$ cat config.mk
export PLATFORM = sky130hd
export DESIGN_NAME = sram_port_arbiter
export DESIGN_NICKNAME = d
export VERILOG_FILES = /design/src/rtl/sram_arb_pkg.sv /design/src/rtl/rr_arbiter_2.sv /design/src/rtl/sram_port_arbiter.sv
export SDC_FILE = /design/constraint.sdc
export NUM_CORES = 1
export LEC_CHECK = 0
export CORE_AREA = 2 2 96 98
export DETAILED_ROUTE_END_ITERATION = 10
export DIE_AREA = 0 0 98 100
export GPL_TIMING_DRIVEN = 0
export PLACE_DENSITY_LB_ADDON = 0.25
export SYNTH_ARGS = -nofsm -noshare
export SYNTH_HDL_FRONTEND = slang
export SYNTH_SLANG_ARGS = --single-unit
export TNS_END_PERCENT = 20
$ cat constraint.sdc
create_clock -name clock -period 1.1 [get_ports clock]
set_input_delay 0.11 -clock clock [delete_from_list [all_inputs] [get_ports clock]]
set_output_delay 0.11 -clock clock [all_outputs]
set_load 0.1 [all_outputs]
$ cat src/rtl/sram_arb_pkg.sv
// Shared types for the two-requester SRAM port arbiter.
package sram_arb_pkg;

  localparam int unsigned NUM_REQ = 2;

  typedef enum logic {
    ST_INIT,
    ST_RUN
  } state_e;

  typedef logic [$clog2(NUM_REQ)-1:0] req_id_t;

endpackage

$ cat src/rtl/rr_arbiter_2.sv
// Two-way round-robin arbiter: ready never depends on the requester's own valid.
module rr_arbiter_2
  import sram_arb_pkg::*;
(
  input  logic    clock,
  input  logic    reset,
  input  logic    enable,
  input  logic    valid0,
  input  logic    valid1,
  output logic    ready0,
  output logic    ready1,
  output logic    grant_any,
  output req_id_t grant_id
);

  req_id_t rr_ptr;
  logic    grant0;
  logic    grant1;

  always_comb begin
    ready0    = enable && (!valid1 || rr_ptr == req_id_t'(0));
    ready1    = enable && (!valid0 || rr_ptr == req_id_t'(1));
    grant0    = valid0 && ready0;
    grant1    = valid1 && ready1;
    grant_any = grant0 || grant1;
    grant_id  = grant1 ? req_id_t'(1) : req_id_t'(0);
  end

  // Pointer moves only under contention, to the requester that lost.
  always_ff @(posedge clock) begin
    if (reset) begin
      rr_ptr <= '0;
    end else if (enable && valid0 && valid1) begin
      rr_ptr <= grant1 ? req_id_t'(0) : req_id_t'(1);
    end
  end

endmodule

$ cat src/rtl/sram_port_arbiter.sv
// Shares one single-port RW SRAM between two requesters, with an optional
// post-reset zeroing sweep and fixed 1-cycle read responses.
module sram_port_arbiter
  import sram_arb_pkg::*;
#(
  parameter int unsigned ADDR_W        = 10,
  parameter int unsigned DATA_W        = 32,
  parameter int unsigned MASK_W        = 4,
  parameter int unsigned DEPTH         = 1024,
  parameter int unsigned INIT_ON_RESET = 1
) (
  input  logic              clock,
  input  logic              reset,
  input  logic              req0_valid,
  output logic              req0_ready,
  input  logic [ADDR_W-1:0] req0_addr,
  input  logic              req0_wmode,
  input  logic [MASK_W-1:0] req0_wmask,
  input  logic [DATA_W-1:0] req0_wdata,
  output logic              resp0_valid,
  output logic [DATA_W-1:0] resp0_rdata,
  input  logic              req1_valid,
  output logic              req1_ready,
  input  logic [ADDR_W-1:0] req1_addr,
  input  logic              req1_wmode,
  input  logic [MASK_W-1:0] req1_wmask,
  input  logic [DATA_W-1:0] req1_wdata,
  output logic              resp1_valid,
  output logic [DATA_W-1:0] resp1_rdata,
  output logic [ADDR_W-1:0] sram_addr,
  output logic              sram_en,
  output logic              sram_wmode,
  output logic [MASK_W-1:0] sram_wmask,
  output logic [DATA_W-1:0] sram_wdata,
  input  logic [DATA_W-1:0] sram_rdata,
  output logic              init_done
);

  localparam logic [ADDR_W-1:0] LAST_ADDR = ADDR_W'(DEPTH - 1);
  localparam state_e RESET_ST = (INIT_ON_RESET != 0) ? ST_INIT : ST_RUN;

  state_e            state;
  state_e            state_nxt;
  logic [ADDR_W-1:0] init_cnt;
  logic              resp_pending;
  req_id_t           resp_id;

  logic              arb_enable;
  logic              arb_ready0;
  logic              arb_ready1;
  logic              grant_any;
  req_id_t           grant_id;
  logic              gnt_wmode;

  assign arb_enable = !reset && (state == ST_RUN);

  rr_arbiter_2 u_arb (
    .clock     (clock),
    .reset     (reset),
    .enable    (arb_enable),
    .valid0    (req0_valid),
    .valid1    (req1_valid),
    .ready0    (arb_ready0),
    .ready1    (arb_ready1),
    .grant_any (grant_any),
    .grant_id  (grant_id)
  );

  always_ff @(posedge clock) begin
    if (reset) begin
      state <= RESET_ST;
    end else begin
      state <= state_nxt;
    end
  end

  always_comb begin
    state_nxt = state;
    unique case (state)
      ST_INIT: if (init_cnt == LAST_ADDR) state_nxt = ST_RUN;
      ST_RUN:  state_nxt = ST_RUN;
      default: state_nxt = state;
    endcase
  end

  always_ff @(posedge clock) begin
    if (reset) begin
      init_cnt <= '0;
    end else if (state == ST_INIT) begin
      init_cnt <= init_cnt + ADDR_W'(1);
    end
  end

  always_comb begin
    sram_en     = 1'b0;
    sram_wmode  = 1'b0;
    sram_wmask  = '0;
    sram_wdata  = '0;
    sram_addr   = '0;
    gnt_wmode   = 1'b0;
    req0_ready  = 1'b0;
    req1_ready  = 1'b0;
    init_done   = 1'b0;
    resp0_valid = 1'b0;
    resp1_valid = 1'b0;
    if (!reset) begin
      unique case (state)
        ST_INIT: begin
          sram_en    = 1'b1;
          sram_wmode = 1'b1;
          sram_wmask = '1;
          sram_addr  = init_cnt;
        end
        ST_RUN: begin
          init_done  = 1'b1;
          req0_ready = arb_ready0;
          req1_ready = arb_ready1;
          if (grant_any) begin
            sram_en = 1'b1;
            if (grant_id == req_id_t'(0)) begin
              sram_addr  = req0_addr;
              sram_wmode = req0_wmode;
              sram_wmask = req0_wmask;
              sram_wdata = req0_wdata;
            end else begin
              sram_addr  = req1_addr;
              sram_wmode = req1_wmode;
              sram_wmask = req1_wmask;
              sram_wdata = req1_wdata;
            end
            gnt_wmode = sram_wmode;
          end
        end
        default: ;
      endcase
      resp0_valid = resp_pending && (resp_id == req_id_t'(0));
      resp1_valid = resp_pending && (resp_id == req_id_t'(1));
    end
  end

  assign resp0_rdata = sram_rdata;
  assign resp1_rdata = sram_rdata;

  always_ff @(posedge clock) begin
    if (reset) begin
      resp_pending <= 1'b0;
      resp_id      <= '0;
    end else begin
      resp_pending <= grant_any && !gnt_wmode;
      resp_id      <= grant_id;
    end
  end

endmodule

==> run metrics, run 1 <==
Required @ worst endpoint=0.99 ns; Port Buffers=212; Netlist cell types=36; Tcrit/Tclk final=162.8%; post-route cell area=5849 um^2; CP Class=reg -> out; # Max-Cap Violations=0; Top FF cell, synth=dfxtp_1; CTS tree=built; Yosys reg bits=14; Hold Crit Depth=2; post-DP HPWL=7581 um; area of the core=8890 um^2; CP arrival=1.68 ns; post-synthesis sequential area ratio=14.57%; initial antenna violation count=0; crit start category=flip-flop; asr flop ratio synth=0%; clock tree buffer depth=2; leakage dissipation=2.483 nW; min cycle time layout=1.791 ns; initial DRC count=40; via count=2765; Pins Over Slew Limit=0; pwr/cell area=549.5 nW/um^2; Placed Area=4847 um^2; P&R area growth vs syn=204.2%; DR vias/cell=4.368; pre-CTS setup slack=-1.764 ns; first-pass GRT wire length=15190 um; drt total wl=9950 um; worst path cell trace=nand2b_4 -> inv_12 -> nand3_4 -> inv_8 -> buf_8 -> buf_12 -> nand2_4 -> a21oi_4 -> buf_12; worst setup margin=-0.6911 ns; DRC viols=0; clock transition at the registers of the reported paths=0.06 ns; IO Pins=247; most common cell in the netlist=nand2_1; FMAX=558.3 MHz; Routed Antenna Nets=0; DR pass1 iterations=4; Rows=35; final hold slack=0.1004 ns; cell mode on critical path=buf_12; Initial Utilization=21.63%; Synth top cells by count=nand2_1, buf_4, a21oi_1; Post-Synthesis Net Count=418; Tot Pwr=0.003214 W; Post-Place Cells=610; Tightest Pin Transition=0.4585 ns; synthesized cell area=1923 um^2; Crit. End Element=primary output; CP Max Fanout=5; CTS root buf=clkbuf_8; fin cells=633; share of cells above drive strength 1=64.56%; Synth top area share=26.55%; min-delay worst type=in -> reg; Nets=654; syn_area_per_cell=6.701 um^2; H-Tree Depth=1; slowest stage delay, CP=0.37 ns; final setup vio count=61; Skew-Pair Late Insertion Delay=0.24 ns; Yosys warnings=0; unrepaired setup endpoints after global routing=true; largest net degree at the start of global routing=11; vias in the first global route=2873; gp weighted congestion=0.7887; Routed WL per cell=15.72 um; Synth area leader=buf_4; failing checks=setup timing; slowest cell on the critical path=dfxtp_4; CTS Sinks=14; Area contributors post-synth=buf_4, dfxtp_1, nand2_1; Post-synth EDFFs=0; diodes inserted=0; outcome=complete, but fails checks; chip height=100 um; gr ovfl total=0; Worst Skew=0.002803 ns; Post-CTS Hold Fix Bufs=0; R2R depth=7; Rel. slew slack=69.43%; final hold vios=0; die area=9800 um^2; Post-Syn Instances=287; Worst VDD drop=0.9052 mV; Die X=98 um; Inserted Clock Buffers=3; GRT Total Usage=18.93%
==> registers in the layout, indices dropped and copies added (netlist names) <==
register and count:
u_arb.rr_ptr 1, state 1, resp_pending 1, init_cnt 10
resp_id 1
==> layer usage <==
metal | vias up | share of wire, % | track usage, % | routed length (um)
li1 | 1343 | - | - | -
met1 | 1288 | 36 | 21.84 | 3603
met2 | 124 | 55 | 35.88 | 5448
met3 | 10 | 7.5 | 5.014 | 746
met4 | 0 | 1.5 | 2.564 | 153
met5 | - | 0 | 0 | 0
==> metrics by stage <==
step | TNS [ns] | util, %
after floorplan | -33.23 | -
after global placement | -107.26 | 54.53
after CTS | -35.09 | 64.00
after detailed placement | -107.67 | 54.53
final | -32.04 | 65.80
after global routing | -36.56 | 65.80
==> cell type report <==
cell class / instances / area (um^2)
fill: 722 / 3040
clock buffer: 4 / 55.05
inverter: 3 / 31.28
buffer: 79 / 689.4
tap: 111 / 138.9
multi-input combinational: 190 / 1931
timing repair buffer: 232 / 2710
sequential: 14 / 294.0
==> logic make-up (layout without fill, tap and decap cells) <==
logic type	after synthesis	after routing	share of synthesized area [%]
adder cells (fa/ha/maj)	1	1	0.6505
buffers and inverters	83	318	30.32
AO/OA/AOI/OAI	52	52	14.96
AND/OR/NAND/NOR	111	111	26.61
multiplexers	16	16	8.328
XOR/XNOR	10	10	4.555
flip-flops	14	14	14.57
==> timing repair <==
item	CTS	global route
resized for setup	606	34
cloned	2	1
pin swaps	22	24
buffers inserted	15	3
endpoints found under the setup margin	127	65
==> critical path: cells and delay by family, from the launching register on <==
family / cells / cell delay, ns
AOI/OAI and AO/OA: 1 / 0.17
and+or+nand+nor: 3 / 0.28
buffers and inverters: 5 / 0.61
DFF: 1 / 0.37
==> where the power goes <==
part           switching (W)  leakage (nW)  internal (W)  total (W)
registers          0.0000139         0.117      0.000514   0.000528
clock network       0.000180        0.0288      0.000317   0.000497
logic                0.00140          2.34      0.000785    0.00219
total                0.00160          2.48       0.00162    0.00321
==> final timing paths <==
path / start / endpoint / slack (ns)
max: state / sram_wdata[22] / -0.69
max reg2reg: u_arb.rr_ptr / resp_id / -0.23
min reg2reg: init_cnt[3] / init_cnt[3] / 0.55
min: reset / init_cnt[4] / 0.10
==> placed cells by master (no fill, tap or decap), drive strengths merged <==
| cell | count |
|---|---|
| a21o | 1 |
| and4b | 1 |
| nand2 | 73 |
| mux2i | 16 |
| buf | 211 |
| nand3 | 4 |
| xor2 | 8 |
| and3 | 1 |
| or2 | 1 |
| xnor2 | 2 |
| dfxtp | 14 |
| ha | 1 |
| o21ai | 12 |
| nand2b | 2 |
| and4 | 1 |
| a41oi | 1 |
| a211oi | 5 |
| clkdlybuf4s50 | 94 |
| nor3b | 2 |
| inv | 3 |
| and2 | 1 |
| a21oi | 33 |
| nor2 | 19 |
| nor2b | 2 |
| clkbuf | 9 |
| dlygate4sd2 | 1 |
| nand4 | 2 |
| and3b | 2 |
No activity file was read; power rests on OpenSTA's default activity.
==> run 2, diff against run 1 <==
--- a/config.mk
+++ b/config.mk
@@ -6,6 +6,7 @@
 export NUM_CORES = 1
 export LEC_CHECK = 0
 export CORE_AREA = 2 2 96 98
+export CTS_BUF_LIST = sky130_fd_sc_hd__clkbuf_2
 export DETAILED_ROUTE_END_ITERATION = 10
 export DIE_AREA = 0 0 98 100
 export GPL_TIMING_DRIVEN = 0
==> run 2 against run 1 <==
Net effect: the run still ends with setup timing left; global-route usage shrank 0.45 points; cell count shrank 0.79%; clock skew grew 0.0023 ns; critical endpoint is now sram_wdata[20]; largest cell class unchanged.
==> run metrics, run 2 (same netlist as run 1, synthesis figures left out) <==
pwr/cell area=518.4 nW/um^2 (was 549.5 nW/um^2); largest register by flop count=init_cnt (unchanged); outcome=complete, but fails checks (unchanged); Tcrit/Tclk final=168.7% (was 162.8%); fin util=63.17% (was 65.80%); clock transition at the registers of the reported paths=0.13 ns (was 0.06 ns); Nets=649 (was 654); Worst R2R Setup Slack=-0.23 ns (about the same); Routed Antenna Nets=0 (unchanged); Worst Skew=0.005062 ns (was 0.002803 ns); Routed WL per cell=15.50 um (was 15.72 um); CP arrival=1.75 ns (was 1.68 ns); Worst VDD drop=0.5315 mV (was 0.9052 mV); min-delay worst type=in -> reg (unchanged); final setup vio count=62 (was 61); GRT Total Usage=18.48% (was 18.93%); DR vias/cell=4.358 (was 4.368); Port Buffers=212 (unchanged); max reg flops=10 (unchanged); # Max-Cap Violations=0 (unchanged); crit start category=flip-flop (unchanged); RR Endpoint=init_cnt[9] (was resp_id); largest net degree at the start of global routing=11 (unchanged); initial antenna violation count=0 (unchanged); H-Tree Depth=1 (unchanged); die area=9800 um^2 (unchanged); final hold slack=0.05230 ns (was 0.1004 ns); Skew-Pair Late Insertion Delay=0.28 ns (was 0.24 ns); HP Start=reset (unchanged); drt total wl=9736 um (was 9950 um); clock tree buffer depth=2 (unchanged); R2R depth=5 (was 7); area of the core=8890 um^2 (unchanged); Inserted Clock Buffers=3 (unchanged); via count=2737 (was 2765); CTS root buf=clkbuf_2 (was clkbuf_8); CP Max Fanout=5 (unchanged); pre-CTS setup slack=-1.764 ns (unchanged); gr ovfl total=0 (unchanged); final hold vios=0 (unchanged); leakage dissipation=2.406 nW (was 2.483 nW); DR pass1 iterations=4 (unchanged); R2R Path Start=state (was u_arb.rr_ptr); P&R area growth vs syn=192.0% (was 204.2%); Tightest Pin Transition=0.4635 ns (was 0.4585 ns); unrepaired setup endpoints after global routing=true (unchanged); worst setup margin=-0.7553 ns (was -0.6911 ns); post-DP HPWL=7581 um (unchanged); failing checks=setup timing (unchanged); most frequent cells in the layout=buf_4, clkdlybuf4s50_1, buf_12 (unchanged); CTS Sinks=14 (unchanged); Required @ worst endpoint=0.99 ns (about the same); Crit. End Element=primary output (unchanged); Pins Over Slew Limit=0 (unchanged); commonest non-fill, non-tap cell in the layout=buf_4 (unchanged); setup TNS=-35.10 ns (was -32.04 ns); min cycle time layout=1.855 ns (was 1.791 ns); initial DRC count=35 (was 40); Rows=35 (unchanged); share of cells above drive strength 1=63.25% (was 64.56%); WHS Endpoint=init_cnt[4] (unchanged); Tot Pwr=0.002911 W (was 0.003214 W); Hold Crit Depth=2 (unchanged); gp weighted congestion=0.7887 (unchanged); Die X=98 um (unchanged); FMAX=539.0 MHz (was 558.3 MHz); CP Class=reg -> out (unchanged); chip height=100 um (unchanged); first-pass GRT wire length=14900 um (was 15190 um); Initial Utilization=21.63% (unchanged); CTS tree=built (unchanged); diodes inserted=0 (unchanged); DRC viols=0 (unchanged); vias in the first global route=2826 (was 2873); Rel. slew slack=69.10% (was 69.43%); Post-CTS Hold Fix Bufs=0 (unchanged); IO Pins=247 (unchanged); fillers=751 (was 722)
## run 2: cell types whose count changed in the layout (fill, tap and decap cells not counted), moves of 2 or more
cell | before | now
buf_4 | 137 | 141
buf_12 | 53 | 49
mux2i_4 | 7 | 3
mux2i_1 | 3 | 5
clkbuf_8 | 6 | 3
clkbuf_2 | 0 | 3
buf_8 | 6 | 3
mux2i_2 | 6 | 8
## run 2: per-stage QoR
| step | cell area (um^2) | instances |
|---|---|---|
| 3_3_place_gp | 4847 | 610 |
| 2_1_floorplan | 2586 | 287 |
| 6_report | 5615 | 628 |
| 5_1_grt | 5615 | 628 |
| 3_5_place_dp | 4847 | 610 |
| 4_1_cts | 5497 | 627 |
## run 2: layer usage
layer / vias up / routed length (um) / GRT usage [%]
li1: 1336 / - / -
met1: 1266 / 3491 / 21.55
met2: 125 / 5336 / 34.88
met3: 10 / 767 / 4.666
met4: 0 / 140 / 2.564
met5: - / 0 / 0
## run 2: layout make-up
class	count	area (um^2)	share of cell area, %
Timing Repair Buffer	228	2595	46.21
Multi-Input combinational cell	190	1879	33.47
Sequential cell	14	292.8	5.214
Clock inverter	1	3.754	0.06684
Buffer	78	659.4	11.74
Inverter	3	31.28	0.5570
Clock buffer	3	15.01	0.2674
Tap cell	111	138.9	2.473
## run 2: worst max-delay path by stage
stage / depth (start not counted) / slack, ns / endpoint / startpoint
after floorplan: 4 / -0.77 / sram_addr[0] / u_arb.rr_ptr
after global placement: 7 / -1.76 / sram_addr[6] / req0_valid
after CTS: 10 / -0.83 / sram_wdata[22] / state
after global routing: 9 / -0.88 / sram_wdata[20] / state
final: 9 / -0.76 / sram_wdata[20] / state
after detailed placement: 6 / -1.76 / sram_addr[4] / req0_valid
## run 2: critical path, cell delays in order, from the launching register on
cell	delay, ns
dfxtp_4	0.39
nand2b_4	0.10
inv_12	0.08
nand3_4	0.12
inv_8	0.10
buf_12	0.12
clkbuf_16	0.15
nand2_2	0.07
a21oi_4	0.14
buf_12	0.19
## run 2: what timing repair did
| item | CTS | global route |
|---|---|---|
| setup buffers | 12 | 2 |
| cloned | 1 | 1 |
| pin swaps | 27 | 25 |
| resized for setup | 574 | 36 |
| endpoints found under the setup margin | 127 | 65 |
| endpoints found under the hold margin | 0 | 0 |
## run 2: power by group
part | switching [W] | leakage, nW | internal, W
Combinational | 0.00139 | 2.28 | 0.000756
Clock | 0.000163 | 0.0140 | 0.0000790
Sequential | 0.0000112 | 0.117 | 0.000512
Total | 0.00156 | 2.41 | 0.00135
